===== config.mk =====
export PLATFORM = sky130hd
export DESIGN_NAME = tinker_mem_arbiter_flat
export DESIGN_NICKNAME = d
export VERILOG_FILES = /design/src/rtl/tinker_mem_arbiter_if.sv /design/src/rtl/tinker_mem_arbiter.sv /design/src/flat_wrapper.sv
export SDC_FILE = /design/constraint.sdc
export NUM_CORES = 1
export LEC_CHECK = 0
export ABC_AREA = 1
export CELL_PAD_IN_SITES_DETAIL_PLACEMENT = 2
export CELL_PAD_IN_SITES_GLOBAL_PLACEMENT = 2
export CORE_MARGIN = 2
export CORE_UTILIZATION = 18
export DETAILED_ROUTE_END_ITERATION = 16
export PLACE_DENSITY = 0.83
export SLEW_MARGIN = 10
export SYNTH_ARGS = -nofsm -noshare
export SYNTH_HDL_FRONTEND = slang
export SYNTH_SLANG_ARGS = --single-unit
export TNS_END_PERCENT = 10

===== constraint.sdc =====
create_clock -name clk -period 1.7 [get_ports clk]
set_input_delay 0.17 -clock clk [delete_from_list [all_inputs] [get_ports clk]]
set_output_delay 0.17 -clock clk [all_outputs]
set_load 0.01 [all_outputs]

===== src/rtl/tinker_mem_arbiter_if.sv =====
// Requester and memory bus bundle for tinker_mem_arbiter.
// The master view is the arbiter's. The slave view is for the environment.
interface tinker_mem_arbiter_if #(
  parameter int ADDR_W = 32
);
  logic              i_req;
  logic [ADDR_W-1:0] i_addr;
  logic              i_gnt;
  logic              i_rvalid;
  logic [63:0]       i_rdata;
  logic              i_err;

  logic              d_req;
  logic              d_we;
  logic [ADDR_W-1:0] d_addr;
  logic [63:0]       d_wdata;
  logic              d_gnt;
  logic              d_rvalid;
  logic [63:0]       d_rdata;
  logic              d_err;

  logic              mem_req;
  logic              mem_we;
  logic [ADDR_W-1:0] mem_addr;
  logic [63:0]       mem_wdata;
  logic              mem_rvalid;
  logic [63:0]       mem_rdata;

  modport master (
    input  i_req, i_addr, d_req, d_we, d_addr, d_wdata, mem_rvalid, mem_rdata,
    output i_gnt, i_rvalid, i_rdata, i_err, d_gnt, d_rvalid, d_rdata, d_err,
           mem_req, mem_we, mem_addr, mem_wdata
  );

  modport slave (
    output i_req, i_addr, d_req, d_we, d_addr, d_wdata, mem_rvalid, mem_rdata,
    input  i_gnt, i_rvalid, i_rdata, i_err, d_gnt, d_rvalid, d_rdata, d_err,
           mem_req, mem_we, mem_addr, mem_wdata
  );
endinterface


===== src/rtl/tinker_mem_arbiter.sv =====
// Round-robin arbiter sharing the single 64-bit memory port between fetch and data.
// One transaction in flight; it checks alignment and times out reads that get no response.
module tinker_mem_arbiter #(
  parameter int TIMEOUT = 255,
  parameter int ADDR_W  = 32
) (
  input  logic                 clk,
  input  logic                 reset,
  input  logic                 hlt,
  tinker_mem_arbiter_if.master bus
);

  // state | meaning
  // IDLE  | arbitrate, grant combinationally, capture request
  // ISSUE | drive one memory strobe
  // WAIT  | wait for mem_rvalid or timeout
  // RESP  | one-cycle response to the captured requester
  typedef enum logic [1:0] {IDLE, ISSUE, WAIT, RESP} state_e;

  localparam logic       ID_FETCH = 1'b0;
  localparam logic       ID_DATA  = 1'b1;
  localparam logic [7:0] TO_CNT   = 8'(TIMEOUT);

  state_e            state_q, state_d;
  logic              rr_last_q, rr_last_d;
  logic              id_q, id_d;
  logic [ADDR_W-1:0] addr_q, addr_d;
  logic              we_q, we_d;
  logic [63:0]       wdata_q, wdata_d;
  logic [63:0]       rdata_q, rdata_d;
  logic              err_q, err_d;
  logic [7:0]        cnt_q, cnt_d;

  logic ireq_e, dreq_e, win_data, misalign;
  logic [7:0] cnt_inc;
  logic i_gnt, d_gnt, i_rvalid, d_rvalid, mem_req;

  always_ff @(posedge clk) begin
    if (reset) begin
      state_q   <= IDLE;
      rr_last_q <= ID_DATA;
      id_q      <= ID_FETCH;
      addr_q    <= '0;
      we_q      <= 1'b0;
      wdata_q   <= '0;
      rdata_q   <= '0;
      err_q     <= 1'b0;
      cnt_q     <= '0;
    end else begin
      state_q   <= state_d;
      rr_last_q <= rr_last_d;
      id_q      <= id_d;
      addr_q    <= addr_d;
      we_q      <= we_d;
      wdata_q   <= wdata_d;
      rdata_q   <= rdata_d;
      err_q     <= err_d;
      cnt_q     <= cnt_d;
    end
  end

  always_comb begin
    state_d   = state_q;
    rr_last_d = rr_last_q;
    id_d      = id_q;
    addr_d    = addr_q;
    we_d      = we_q;
    wdata_d   = wdata_q;
    rdata_d   = rdata_q;
    err_d     = err_q;
    cnt_d     = cnt_q;
    i_gnt     = 1'b0;
    d_gnt     = 1'b0;
    i_rvalid  = 1'b0;
    d_rvalid  = 1'b0;
    mem_req   = 1'b0;
    misalign  = 1'b0;
    cnt_inc   = cnt_q + 8'd1;
    ireq_e    = bus.i_req & ~hlt;
    dreq_e    = bus.d_req;
    // On a tie the requester that did not win last time goes next.
    win_data  = dreq_e & (~ireq_e | (rr_last_q == ID_FETCH));

    unique case (state_q)
      IDLE: begin
        if (!reset && (ireq_e || dreq_e)) begin
          i_gnt     = ~win_data;
          d_gnt     = win_data;
          id_d      = win_data;
          rr_last_d = win_data;
          cnt_d     = '0;
          if (win_data) begin
            addr_d   = bus.d_addr;
            we_d     = bus.d_we;
            wdata_d  = bus.d_wdata;
            misalign = |bus.d_addr[2:0];
          end else begin
            addr_d   = bus.i_addr;
            we_d     = 1'b0;
            wdata_d  = '0;
            misalign = |bus.i_addr[1:0];
          end
          if (misalign) begin
            err_d   = 1'b1;
            rdata_d = '0;
            state_d = RESP;
          end else begin
            state_d = ISSUE;
          end
        end
      end
      ISSUE: begin
        mem_req = 1'b1;
        if (we_q) begin
          err_d   = 1'b0;
          rdata_d = '0;
          state_d = RESP;
        end else begin
          cnt_d   = '0;
          state_d = WAIT;
        end
      end
      WAIT: begin
        if (bus.mem_rvalid) begin
          rdata_d = bus.mem_rdata;
          err_d   = 1'b0;
          state_d = RESP;
        end else begin
          cnt_d = cnt_inc;
          if (cnt_inc == TO_CNT) begin
            rdata_d = '0;
            err_d   = 1'b1;
            state_d = RESP;
          end
        end
      end
      RESP: begin
        i_rvalid = (id_q == ID_FETCH);
        d_rvalid = (id_q == ID_DATA);
        state_d  = IDLE;
      end
      default: state_d = IDLE;
    endcase
  end

  assign bus.i_gnt     = i_gnt;
  assign bus.d_gnt     = d_gnt;
  assign bus.i_rvalid  = i_rvalid;
  assign bus.d_rvalid  = d_rvalid;
  assign bus.i_rdata   = i_rvalid ? rdata_q : '0;
  assign bus.d_rdata   = d_rvalid ? rdata_q : '0;
  assign bus.i_err     = i_rvalid & err_q;
  assign bus.d_err     = d_rvalid & err_q;
  assign bus.mem_req   = mem_req;
  assign bus.mem_we    = mem_req & we_q;
  assign bus.mem_addr  = mem_req ? addr_q : '0;
  assign bus.mem_wdata = mem_req ? wdata_q : '0;

endmodule


===== src/flat_wrapper.sv =====
// flat-port wrapper written by rule: the top's interface ports become plain ports
module tinker_mem_arbiter_flat 
#(
  parameter int TIMEOUT = 255,
  parameter int ADDR_W  = 32
)
  (clk, reset, hlt, bus_i_req, bus_i_addr, bus_d_req, bus_d_we, bus_d_addr, bus_d_wdata, bus_mem_rvalid, bus_mem_rdata, bus_i_gnt, bus_i_rvalid, bus_i_rdata, bus_i_err, bus_d_gnt, bus_d_rvalid, bus_d_rdata, bus_d_err, bus_mem_req, bus_mem_we, bus_mem_addr, bus_mem_wdata);
  tinker_mem_arbiter_if #(.ADDR_W(ADDR_W)) bus_i ();
  input  logic clk;
  input  logic reset;
  input  logic hlt;
  input wire logic [$bits(bus_i.i_req)-1:0] bus_i_req;
  input wire logic [$bits(bus_i.i_addr)-1:0] bus_i_addr;
  input wire logic [$bits(bus_i.d_req)-1:0] bus_d_req;
  input wire logic [$bits(bus_i.d_we)-1:0] bus_d_we;
  input wire logic [$bits(bus_i.d_addr)-1:0] bus_d_addr;
  input wire logic [$bits(bus_i.d_wdata)-1:0] bus_d_wdata;
  input wire logic [$bits(bus_i.mem_rvalid)-1:0] bus_mem_rvalid;
  input wire logic [$bits(bus_i.mem_rdata)-1:0] bus_mem_rdata;
  output wire logic [$bits(bus_i.i_gnt)-1:0] bus_i_gnt;
  output wire logic [$bits(bus_i.i_rvalid)-1:0] bus_i_rvalid;
  output wire logic [$bits(bus_i.i_rdata)-1:0] bus_i_rdata;
  output wire logic [$bits(bus_i.i_err)-1:0] bus_i_err;
  output wire logic [$bits(bus_i.d_gnt)-1:0] bus_d_gnt;
  output wire logic [$bits(bus_i.d_rvalid)-1:0] bus_d_rvalid;
  output wire logic [$bits(bus_i.d_rdata)-1:0] bus_d_rdata;
  output wire logic [$bits(bus_i.d_err)-1:0] bus_d_err;
  output wire logic [$bits(bus_i.mem_req)-1:0] bus_mem_req;
  output wire logic [$bits(bus_i.mem_we)-1:0] bus_mem_we;
  output wire logic [$bits(bus_i.mem_addr)-1:0] bus_mem_addr;
  output wire logic [$bits(bus_i.mem_wdata)-1:0] bus_mem_wdata;
  assign bus_i.i_req = bus_i_req;
  assign bus_i.i_addr = bus_i_addr;
  assign bus_i.d_req = bus_d_req;
  assign bus_i.d_we = bus_d_we;
  assign bus_i.d_addr = bus_d_addr;
  assign bus_i.d_wdata = bus_d_wdata;
  assign bus_i.mem_rvalid = bus_mem_rvalid;
  assign bus_i.mem_rdata = bus_mem_rdata;
  assign bus_i_gnt = bus_i.i_gnt;
  assign bus_i_rvalid = bus_i.i_rvalid;
  assign bus_i_rdata = bus_i.i_rdata;
  assign bus_i_err = bus_i.i_err;
  assign bus_d_gnt = bus_i.d_gnt;
  assign bus_d_rvalid = bus_i.d_rvalid;
  assign bus_d_rdata = bus_i.d_rdata;
  assign bus_d_err = bus_i.d_err;
  assign bus_mem_req = bus_i.mem_req;
  assign bus_mem_we = bus_i.mem_we;
  assign bus_mem_addr = bus_i.mem_addr;
  assign bus_mem_wdata = bus_i.mem_wdata;
  tinker_mem_arbiter #(.TIMEOUT(TIMEOUT), .ADDR_W(ADDR_W)) u_core (.clk(clk), .reset(reset), .hlt(hlt), .bus(bus_i));
endmodule

# ---- Yosys cells after proc, flatten, opt, wreduce, memory -nomap -nowiden
# Cells that the tools add are included.
dict set report word_totals {
  reg_bits 174
}
dict set report classes {
  n_addsub 1
  n_eq_ne 10
  mux 39
  n_bitwise 11
  reduce_logical 11
}
# cell count
set ops {}
lappend ops {{2-to-1 mux 64 bit} 9}
lappend ops {{case mux 64 bit (3 select lines)} 1}
lappend ops {{2-to-1 mux 32 bit} 2}
lappend ops {{2-to-1 mux 8 bit} 3}
lappend ops {{case mux 8 bit (3 select lines)} 1}
lappend ops {{2-to-1 mux 1 bit} 17}
lappend ops {{adder 8 x 1 -> 8 bit, second input constant} 1}
lappend ops {{equality test 8 bit, second input constant} 1}
lappend ops {{2-to-1 mux 2 bit} 4}
lappend ops {{case mux 2 bit (4 select lines)} 1}
lappend ops {{!= test 2 x 1 -> 1 bit, second input constant} 3}
lappend ops {{AND 1 bit} 5}
lappend ops {{inverter 1 bit} 5}
lappend ops {{AND reduction 5 bit} 1}
lappend ops {{equality test 2 bit, second input constant} 2}
lappend ops {{!= test 2 bit, second input constant} 2}
lappend ops {{AND reduction 2 bit} 2}
lappend ops {{AND reduction 4 bit} 1}
lappend ops {{!= test 3 x 2 -> 1 bit, second input constant} 1}
lappend ops {{case mux 1 bit (3 select lines)} 1}
lappend ops {{nonzero test 3 bit} 1}
lappend ops {{OR reduction 3 bit} 1}
lappend ops {{equality test 2 x 1 -> 1 bit, second input constant} 1}
lappend ops {{zero test 2 bit} 1}
lappend ops {{5 further kinds} 5}

# ---- Longest topological paths before layout
# Gate-level depths: netlist of run 1.
dict set report depth {
  ltp_word 11
  mapped_depth 13
}

# ---- Worst setup path after synthesis of run 1
# No wires, ideal clock.
dict set report synth_path {
  path_type {flip-flop to flip-flop}
  from {register u_core.state_q[1]}
  to {register u_core.rdata_q[15]}
  setup_ns 0.115
  t_arrival_ns 1.647
  setup_slack_ns -0.062
  stages_incl_launch_ff 12
  path_buffers 3
  synth_period_minus_slack_ns 1.762
  path_cell_list {dfxtp_1 -> inv_1 -> ha_1 -> clkbuf_1 -> inv_1 -> o21ai_1 -> nor2_2 -> buf_4 -> buf_2 -> nand3_1 -> nand2_1 -> nor2_1}
}
dict set report synth_between {
  elab_chain_cells 3
  word_cells_on_any_way 10
  cone_classes {eq/ne: 6; mux: 1; reduce/logical: 3}
}
# item line
set synth_lines {}
lappend synth_lines {{start: declaration} tinker_mem_arbiter.sv:24} ;# state_e state_q, state_d;
lappend synth_lines {{start signal: assignment} tinker_mem_arbiter.sv:50} ;# state_q <= state_d;
lappend synth_lines {{equality test 2 bit (tied with other cells)} tinker_mem_arbiter.sv:84} ;# unique case (state_q)
lappend synth_lines {{!= test 3 x 2 -> 1 bit (no line) (tied with other cells)} -}
lappend synth_lines {{AND reduction 5 bit (no line)} -}
lappend synth_lines {{end signal: assignment} tinker_mem_arbiter.sv:56} ;# rdata_q <= rdata_d;
lappend synth_lines {{end: declaration} tinker_mem_arbiter.sv:30} ;# logic [63:0] rdata_q, rdata_d;
# Parallel ways exist; a longest one is shown, timed or not.
# A chain may end at the register's enable or synchronous reset.

# ---- Worst setup path in the final report of run 1
dict set report layout_path {
  from {register u_core.state_q[0]}
  to {output bus_mem_wdata[30]}
}
dict set report layout_between {
  elab_chain_cells 3
}
# item line
set layout_lines {}
lappend layout_lines {{equality test 2 x 1 -> 1 bit} tinker_mem_arbiter.sv:84}
lappend layout_lines {{2-to-1 mux 1 bit} tinker_mem_arbiter.sv:84}
lappend layout_lines {{2-to-1 mux 64 bit} tinker_mem_arbiter.sv:157} ;# assign bus.mem_wdata = mem_req ? wdata_q : '0;
lappend layout_lines {{end: declaration} flat_wrapper.sv:31} ;# output wire logic [$bits(bus_i.mem_wdata)-1:0] bus_mem_wdata;
# Every way passes these cells.

==> results.py, run 1 <==
metrics = {
    "cells_and_area": {
        "layout_commonest_cell": "nand2_1",
        "num-nets-final": 2117,
        "fill_cells": 5652,
        "utilization_pct": 32.1,
        "layout_common_cells": "426 x nand2_1, 197 x clkdlybuf4s50_1, 178 x nor2_1",
        "areaGrowthSynthToFinish_pct": 75.6,
        "drive_gt1_share_pct": 27.9,
        "fin_cells": 2540,
    },
    "yosys": {
        "ys_types": 27,
        "ys.warnings.count": 0,
        "synthAdderAreaFrac_pct": 0.856,
        "synth_compound_area_share_pct": 10.7,
        "synth.ff_latch_count": 174,
        "synth_area_per_cell_um2": 6.08,
        "netlist_instances": 1442,
        "netlist_area_mm2": 0.00877,
        "synth_xor_area_share_pct": 0,
        "yosys.area_share.simple_pct": 35.1,
        "muxShareOfSynthArea_pct": 0,
        "synth_top_family_by_area": "simple AND/OR/NAND/NOR gates",
        "synthesis.nets": 1647,
        "seq_area_frac_synth_pct": 39.7,
    },
    "sta": {
        "relSlewSlack_pct": 43.4,
        "worst_slack_ns": -0.393,
        "tightest_slew_ns": 0.849,
        "slew_viol_final": 0,
        "max_freq_mhz": 478,
        "period_share_pct": 123,
        "hold_viol_final": 0,
        "fin_crit_ns": 2.09,
        "skew_ns": 0.0163,
        "setup_viol": 305,
        "rsz0062_at_grt": "yes",
        "timing.hold.ws_ns": 0.0375,
    },
    "floorplanning": {
        "placementRows": 80,
        "die_area_mm2": 0.0505,
        "die_w_um": 225,
        "die_y_um": 225,
        "start_util_pct": 18.3,
        "top_level_ports": 431,
        "core_mm2": 0.0479,
    },
    "global_routing": {
        "grt_max_degree": 73,
        "top_usage_layer": "met2",
        "grt_pass1_vias": 12100,
        "grt_pass1_wl_um": 69200,
        "grt_use_total_pct": 17.8,
        "met1_usage_pct": 20.0,
        "grt_antenna_before_repair": 4,
        "gr-usage-met3_pct": 6.35,
        "grtUsageMet2_pct": 31.8,
        "grt-ovfl-total": 0,
    },
    "detailed_routing": {
        "viasPerCell": 4.33,
        "wirelength_um": 45600,
        "drt_iter0_drc": 355,
        "drc": 0,
        "drtAntennaViolNets": 0,
        "avgRoutedWirePerCell_um": 18.0,
        "dr.pass1.iters": 4,
        "vias": 11000,
    },
    "placed_design": {
        "post-place-cells": 2478,
        "port_buffers": 430,
        "dpl_worst_slack_ns": -0.704,
        "gp_congestion": 0.775,
        "hpwl_um": 32000,
    },
    "cts": {
        "cts_buffers": 17,
        "clk_pin_slew_ns": 0.07,
        "clk_path_buf_depth": 2,
        "cts_tree": "done",
        "clock_sinks": 174,
        "clk_latency_ns": 0.49,
        "ctsRootBufferMaster": "clkbuf_16",
        "cts_max_level": 4,
        "ctsHoldBuffers": 0,
    },
    "power": {
        "ir_worst_vdd_mv": 0.718,
        "p_leak_nw": 7.45,
        "cellPowerDensity_mw_per_mm2": 1180,
    },
    "setup_path": {
        "cp-end-kind": "primary output",
        "critPathMaxFanout": 7,
        "critPathArrivalTime_ns": 1.92,
        "crit_required_ns": 1.53,
        "critPathKind": "reg2out",
        "critPathLaunchType": "register",
        "r2r_cells": 12,
    },
    "hold_path": {
        "hold_path.class": "in2reg",
        "whs_path_depth": 4,
    },
    "flow_run": {
        "max_cap_viol_count": 0,
    },
    "outcome": {
        "violations": "setup timing",
        "status": "finished, violations left",
    },
}
cell usage after synthesis, drive strengths merged:
cell,number,area (um^2)
a211oi,2,15.0
a21oi,129,649
a31oi,31,194
buf,32,200
clkbuf,67,251
dfxtp,174,3480
ha,6,75.1
inv,197,739
nand2,476,1800
nand3,65,330
nand4,3,18.8
nor2,245,925
nor3,1,5.00
o211a,1,10.0
o21ai,11,55.1
o21bai,1,7.51
o31ai,1,7.51
through the flow:
step           area (um^2)  power (mW)  TNS, ns
2_1_floorplan         8780        9.30        0
3_3_place_gp         14300        11.9  -107.45
3_5_place_dp         14300        12.4  -123.97
4_1_cts              15300        18.0   -96.60
5_1_grt              15400        19.4  -103.85
6_report             15400        18.2   -70.22
metal layers:
metal  vias to the layer above  wire length, um  share of wire (%)
met5                         -               39              0.086
met4                         6              611                1.3
met3                        31             3520                7.7
met2                       343            22900                 50
met1                      5323            18600                 41
li1                       5302                -                  -
report_power, final:
part,switching (mW),internal [mW],leakage (nW)
registers,0.491,4.85,1.42
logic,4.82,3.72,5.73
clock network,1.95,2.35,0.297
flip-flops by register name, indices dropped and copies added, names as in the netlist:
register          count
u_core.rdata_q       64
u_core.wdata_q       64
u_core.addr_q        32
u_core.cnt_q          8
u_core.state_q        2
u_core.err_q          1
u_core.id_q           1
u_core.rr_last_q      1
u_core.we_q           1
area by class of cell:
| type | instances | area (um^2) | share of cell area, % |
|---|---|---|---|
| diodes | 1 | 2.50 | 0.0162 |
| well taps | 615 | 769 | 5.00 |
| multi-input cells | 972 | 4700 | 30.5 |
| clock inverters | 9 | 125 | 0.812 |
| inverters | 197 | 754 | 4.90 |
| flip-flops and latches | 174 | 3490 | 22.7 |
| clock buffers | 22 | 484 | 3.14 |
| repair buffers | 550 | 5070 | 33.0 |
worst max-delay path, stage by stage, from the launching register on:
cell and delay [ns]:
dfxtp_4 0.36, buf_6 0.12, ha_4 0.16, buf_12 0.15, buf_12 0.15, buf_12 0.12, buf_16 0.14, nand2_4 0.06
inv_4 0.04, buf_6 0.11
path summary, 6_finish.rpt:
path | from | to | slack [ns]
worst max-delay path | u_core.state_q[0] | bus_mem_wdata[30] | -0.39
worst min-delay path | reset | u_core.rr_last_q | 0.04
worst max register to register | u_core.state_q[0] | u_core.rdata_q[6] | -0.26
worst min register to register | u_core.wdata_q[56] | u_core.wdata_q[56] | 0.47
timing repair:
item                       CTS  global route
gates resized for setup    820           338
gates cloned                 8             1
setup endpoints to repair  405           404
hold endpoints to repair     0             0
setup buffers               20             1
pin swaps                   22            14
cells by family (layout without fill, tap and decap cells):
group	count (synthesis)	after routing
compound gates	176	176
fa+ha+maj	6	6
buf+inv	296	778
flops	174	174
other cells	0	1
simple gates	790	790
Power figures use the tool's default switching activity.
==> run 2: changes to the inputs <==
--- a/config.mk
+++ b/config.mk
@@ -6,6 +6,7 @@
 export NUM_CORES = 1
 export LEC_CHECK = 0
 export ABC_AREA = 1
+export CAP_MARGIN = 25
 export CELL_PAD_IN_SITES_DETAIL_PLACEMENT = 2
 export CELL_PAD_IN_SITES_GLOBAL_PLACEMENT = 2
 export CORE_MARGIN = 2
==> results of run 2 <==
Same layout as run 1: the final DEF is identical, and so are final timing and power.
==> run 3: changes to the inputs <==
--- a/config.mk
+++ b/config.mk
@@ -6,12 +6,12 @@
 export NUM_CORES = 1
 export LEC_CHECK = 0
 export ABC_AREA = 1
-export CAP_MARGIN = 25
 export CELL_PAD_IN_SITES_DETAIL_PLACEMENT = 2
 export CELL_PAD_IN_SITES_GLOBAL_PLACEMENT = 2
 export CORE_MARGIN = 2
 export CORE_UTILIZATION = 18
 export DETAILED_ROUTE_END_ITERATION = 16
+export MAX_ROUTING_LAYER = met4
 export PLACE_DENSITY = 0.83
 export SLEW_MARGIN = 10
 export SYNTH_ARGS = -nofsm -noshare
==> results.py, run 3 (synthesis results as in run 1) <==
metrics = {
    "outcome": {
        "status": "finished, violations left",
        "violations": "setup timing",
    },
    "power": {
        "swShare_pct": 39.9,
        "p_int_mw": 10.9,
        "cellPowerDensity_mw_per_mm2": 1180,
        "ir_worst_vdd_mv": 0.715,
        "combinationalPowerShare_pct": 47.0,
        "p_leak_nw": 7.45,
        "seqPwrFrac_pct": 29.4,
        "power.total_mw": 18.2,
        "pwr-share-clk_pct": 23.6,
        "p_switching_mw": 7.24,
    },
    "detailed_routing": {
        "drtAntennaViolNets": 0,
        "dr.pass1.iters": 4,
        "drt_iter0_drc": 340,
        "wirelength_um": 45700,
        "avgRoutedWirePerCell_um": 18.0,
        "drc": 0,
        "vias": 11000,
        "viasPerCell": 4.34,
    },
    "sta": {
        "setup_tns_ns": -71.33,
        "max_freq_mhz": 472,
        "slew_viol_final": 0,
        "rsz0062_at_grt": "yes",
        "period_share_pct": 125,
        "setup_viol": 309,
        "tightest_slew_ns": 0.849,
        "skew_ns": 0.0134,
        "hold_viol_final": 0,
        "fin_crit_ns": 2.12,
        "timing.hold.ws_ns": 0.0397,
        "worst_slack_ns": -0.418,
        "relSlewSlack_pct": 43.4,
    },
    "cells_and_area": {
        "num-nets-final": 2117,
        "utilization_pct": 32.1,
        "reg_top3": "u_core.rdata_q: 64 flops, u_core.wdata_q: 64 flops, u_core.addr_q: 32 flops",
        "design_area_mm2": 0.0154,
        "drive_gt1_share_pct": 27.8,
        "layout_common_cells": "426 x nand2_1, 197 x clkdlybuf4s50_1, 178 x nor2_1",
        "fill_cells": 5651,
        "areaGrowthSynthToFinish_pct": 75.7,
        "layout_commonest_cell": "nand2_1",
    },
    "cts": {
        "clk_latency_ns": 0.49,
        "clk_pin_slew_ns": 0.07,
        "cts_max_level": 4,
        "cts_tree": "done",
        "clock_sinks": 174,
        "clk_path_buf_depth": 2,
        "cts_buffers": 17,
        "ctsRootBufferMaster": "clkbuf_16",
        "ctsHoldBuffers": 0,
    },
    "setup_path": {
        "cp.depth": 7,
        "rr_endpoint": "u_core.rdata_q[17]",
        "r2r_start": "u_core.state_q[0]",
        "r2r_cells": 12,
        "critPathTopFamily": "buffers and inverters",
        "cp-end-kind": "primary output",
        "critPathArrivalTime_ns": 1.95,
        "critPathMaxFanout": 6,
        "critPathKind": "reg2out",
        "critPathLaunchType": "register",
        "crit_slowest_cell": "dfxtp_4",
        "crit_required_ns": 1.53,
        "cp_common_cell": "buf_6",
        "critical-path-max-stage-delay_ns": 0.36,
        "cp_num_buf_inv": 5,
        "critPathCapture": "bus_mem_we",
        "path_cells": "buf_6, ha_4, buf_6, buf_4, nand2_1, inv_1, dlygate4sd2_1",
        "crit_start": "u_core.state_q[0]",
        "r2r_setup_slack_ns": -0.25,
    },
    "hold_path": {
        "hold_path.class": "in2reg",
    },
    "global_routing": {
        "grt_use_total_pct": 18.4,
        "grt-ovfl-total": 0,
        "grt_antenna_before_repair": 4,
        "grtUsageMet2_pct": 31.9,
        "grt_pass1_wl_um": 69200,
        "grt_pass1_vias": 12100,
        "grt_max_degree": 73,
        "top_usage_layer": "met2",
        "gr-usage-met3_pct": 6.69,
        "met1_usage_pct": 19.9,
    },
    "placed_design": {
        "place_area_mm2": 0.0143,
        "gp_congestion": 0.786,
        "hpwl_um": 32000,
        "port_buffers": 430,
    },
    "floorplanning": {
        "core_mm2": 0.0479,
        "die_area_mm2": 0.0505,
        "placementRows": 80,
        "die_w_um": 225,
        "start_util_pct": 18.3,
        "die_y_um": 225,
        "top_level_ports": 431,
    },
    "flow_run": {
        "max_cap_viol_count": 0,
    },
}
-- run 3: cell count changes in the layout (fill, tap and decap cells not counted) --
cell / previous run / this run
diode_2: 1 / 4
clkbuf_2: 36 / 35
dlygate4sd2_1: 20 / 21
o21ai_0: 8 / 7
o21ai_1: 2 / 3
-- run 3: what timing repair did --
item / CTS / global route
gates resized for setup: 820 / 337
setup endpoints to repair: 405 / 404
hold endpoints to repair: 0 / 0
pin swaps: 22 / 14
gates cloned: 8 / 1
setup buffers: 20 / 1
-- run 3: worst reg2reg max path: stages, from the launching register on --
cell and delay [ns]:
dfxtp_4 0.36, buf_6 0.12, ha_4 0.16, buf_6 0.14, buf_4 0.15, inv_1 0.06, o21ai_2 0.07, nor2_4 0.10
buf_12 0.16, buf_16 0.21, nand3_1 0.16, nand2_1 0.08, nor2_1 0.05
-- run 3: worst min path at each step --
| stage | start | end | slack, ns | cells past startpoint |
|---|---|---|---|---|
| floorplan | bus_d_wdata[45] | u_core.wdata_q[45] | 0.31 | 2 |
| global placement | u_core.wdata_q[1] | u_core.wdata_q[1] | 0.45 | 2 |
| detailed placement | u_core.wdata_q[11] | u_core.wdata_q[11] | 0.46 | 2 |
| CTS | reset | u_core.rr_last_q | 0.003 | 4 |
| global route | reset | u_core.rr_last_q | 0.03 | 4 |
| finish | reset | u_core.rr_last_q | 0.04 | 4 |
-- run 3: layout make-up --
| cell class | count | area, um^2 | share of cell area, % |
|---|---|---|---|
| diodes | 4 | 10.0 | 0.0649 |
| clock buffers | 22 | 484 | 3.14 |
| clock inverters | 9 | 125 | 0.812 |
| inverters | 197 | 754 | 4.90 |
| multi-input cells | 972 | 4700 | 30.5 |
| flip-flops and latches | 174 | 3490 | 22.7 |
| well taps | 615 | 769 | 4.99 |
| repair buffers | 550 | 5080 | 33.0 |
-- run 3: routing by layer --
metal / vias to the layer above / wire [um]
met4: 0 / 528
met1: 5361 / 18800
li1: 5303 / -
met2: 330 / 22900
met3: 31 / 3410
met5: - / 0
-- run 3: power groups by stage --
stage                     sequential, mW  combinational, mW  clock, mW
after global placement              5.32               6.61          0
final                               5.35               8.54       4.28
after global routing                5.43               9.44       4.58
after detailed placement            5.36               7.02          0
after floorplan                     5.23               4.08          0
after CTS                           5.32               8.22       4.46
-- run 3: stage by stage --
step           setup slack (ns)  instances
6_report                 -0.418       2543
5_1_grt                  -0.496       2543
4_1_cts                  -0.432       2537
3_5_place_dp             -0.704       2478
3_3_place_gp             -0.615       2478
2_1_floorplan            0.0105       1442
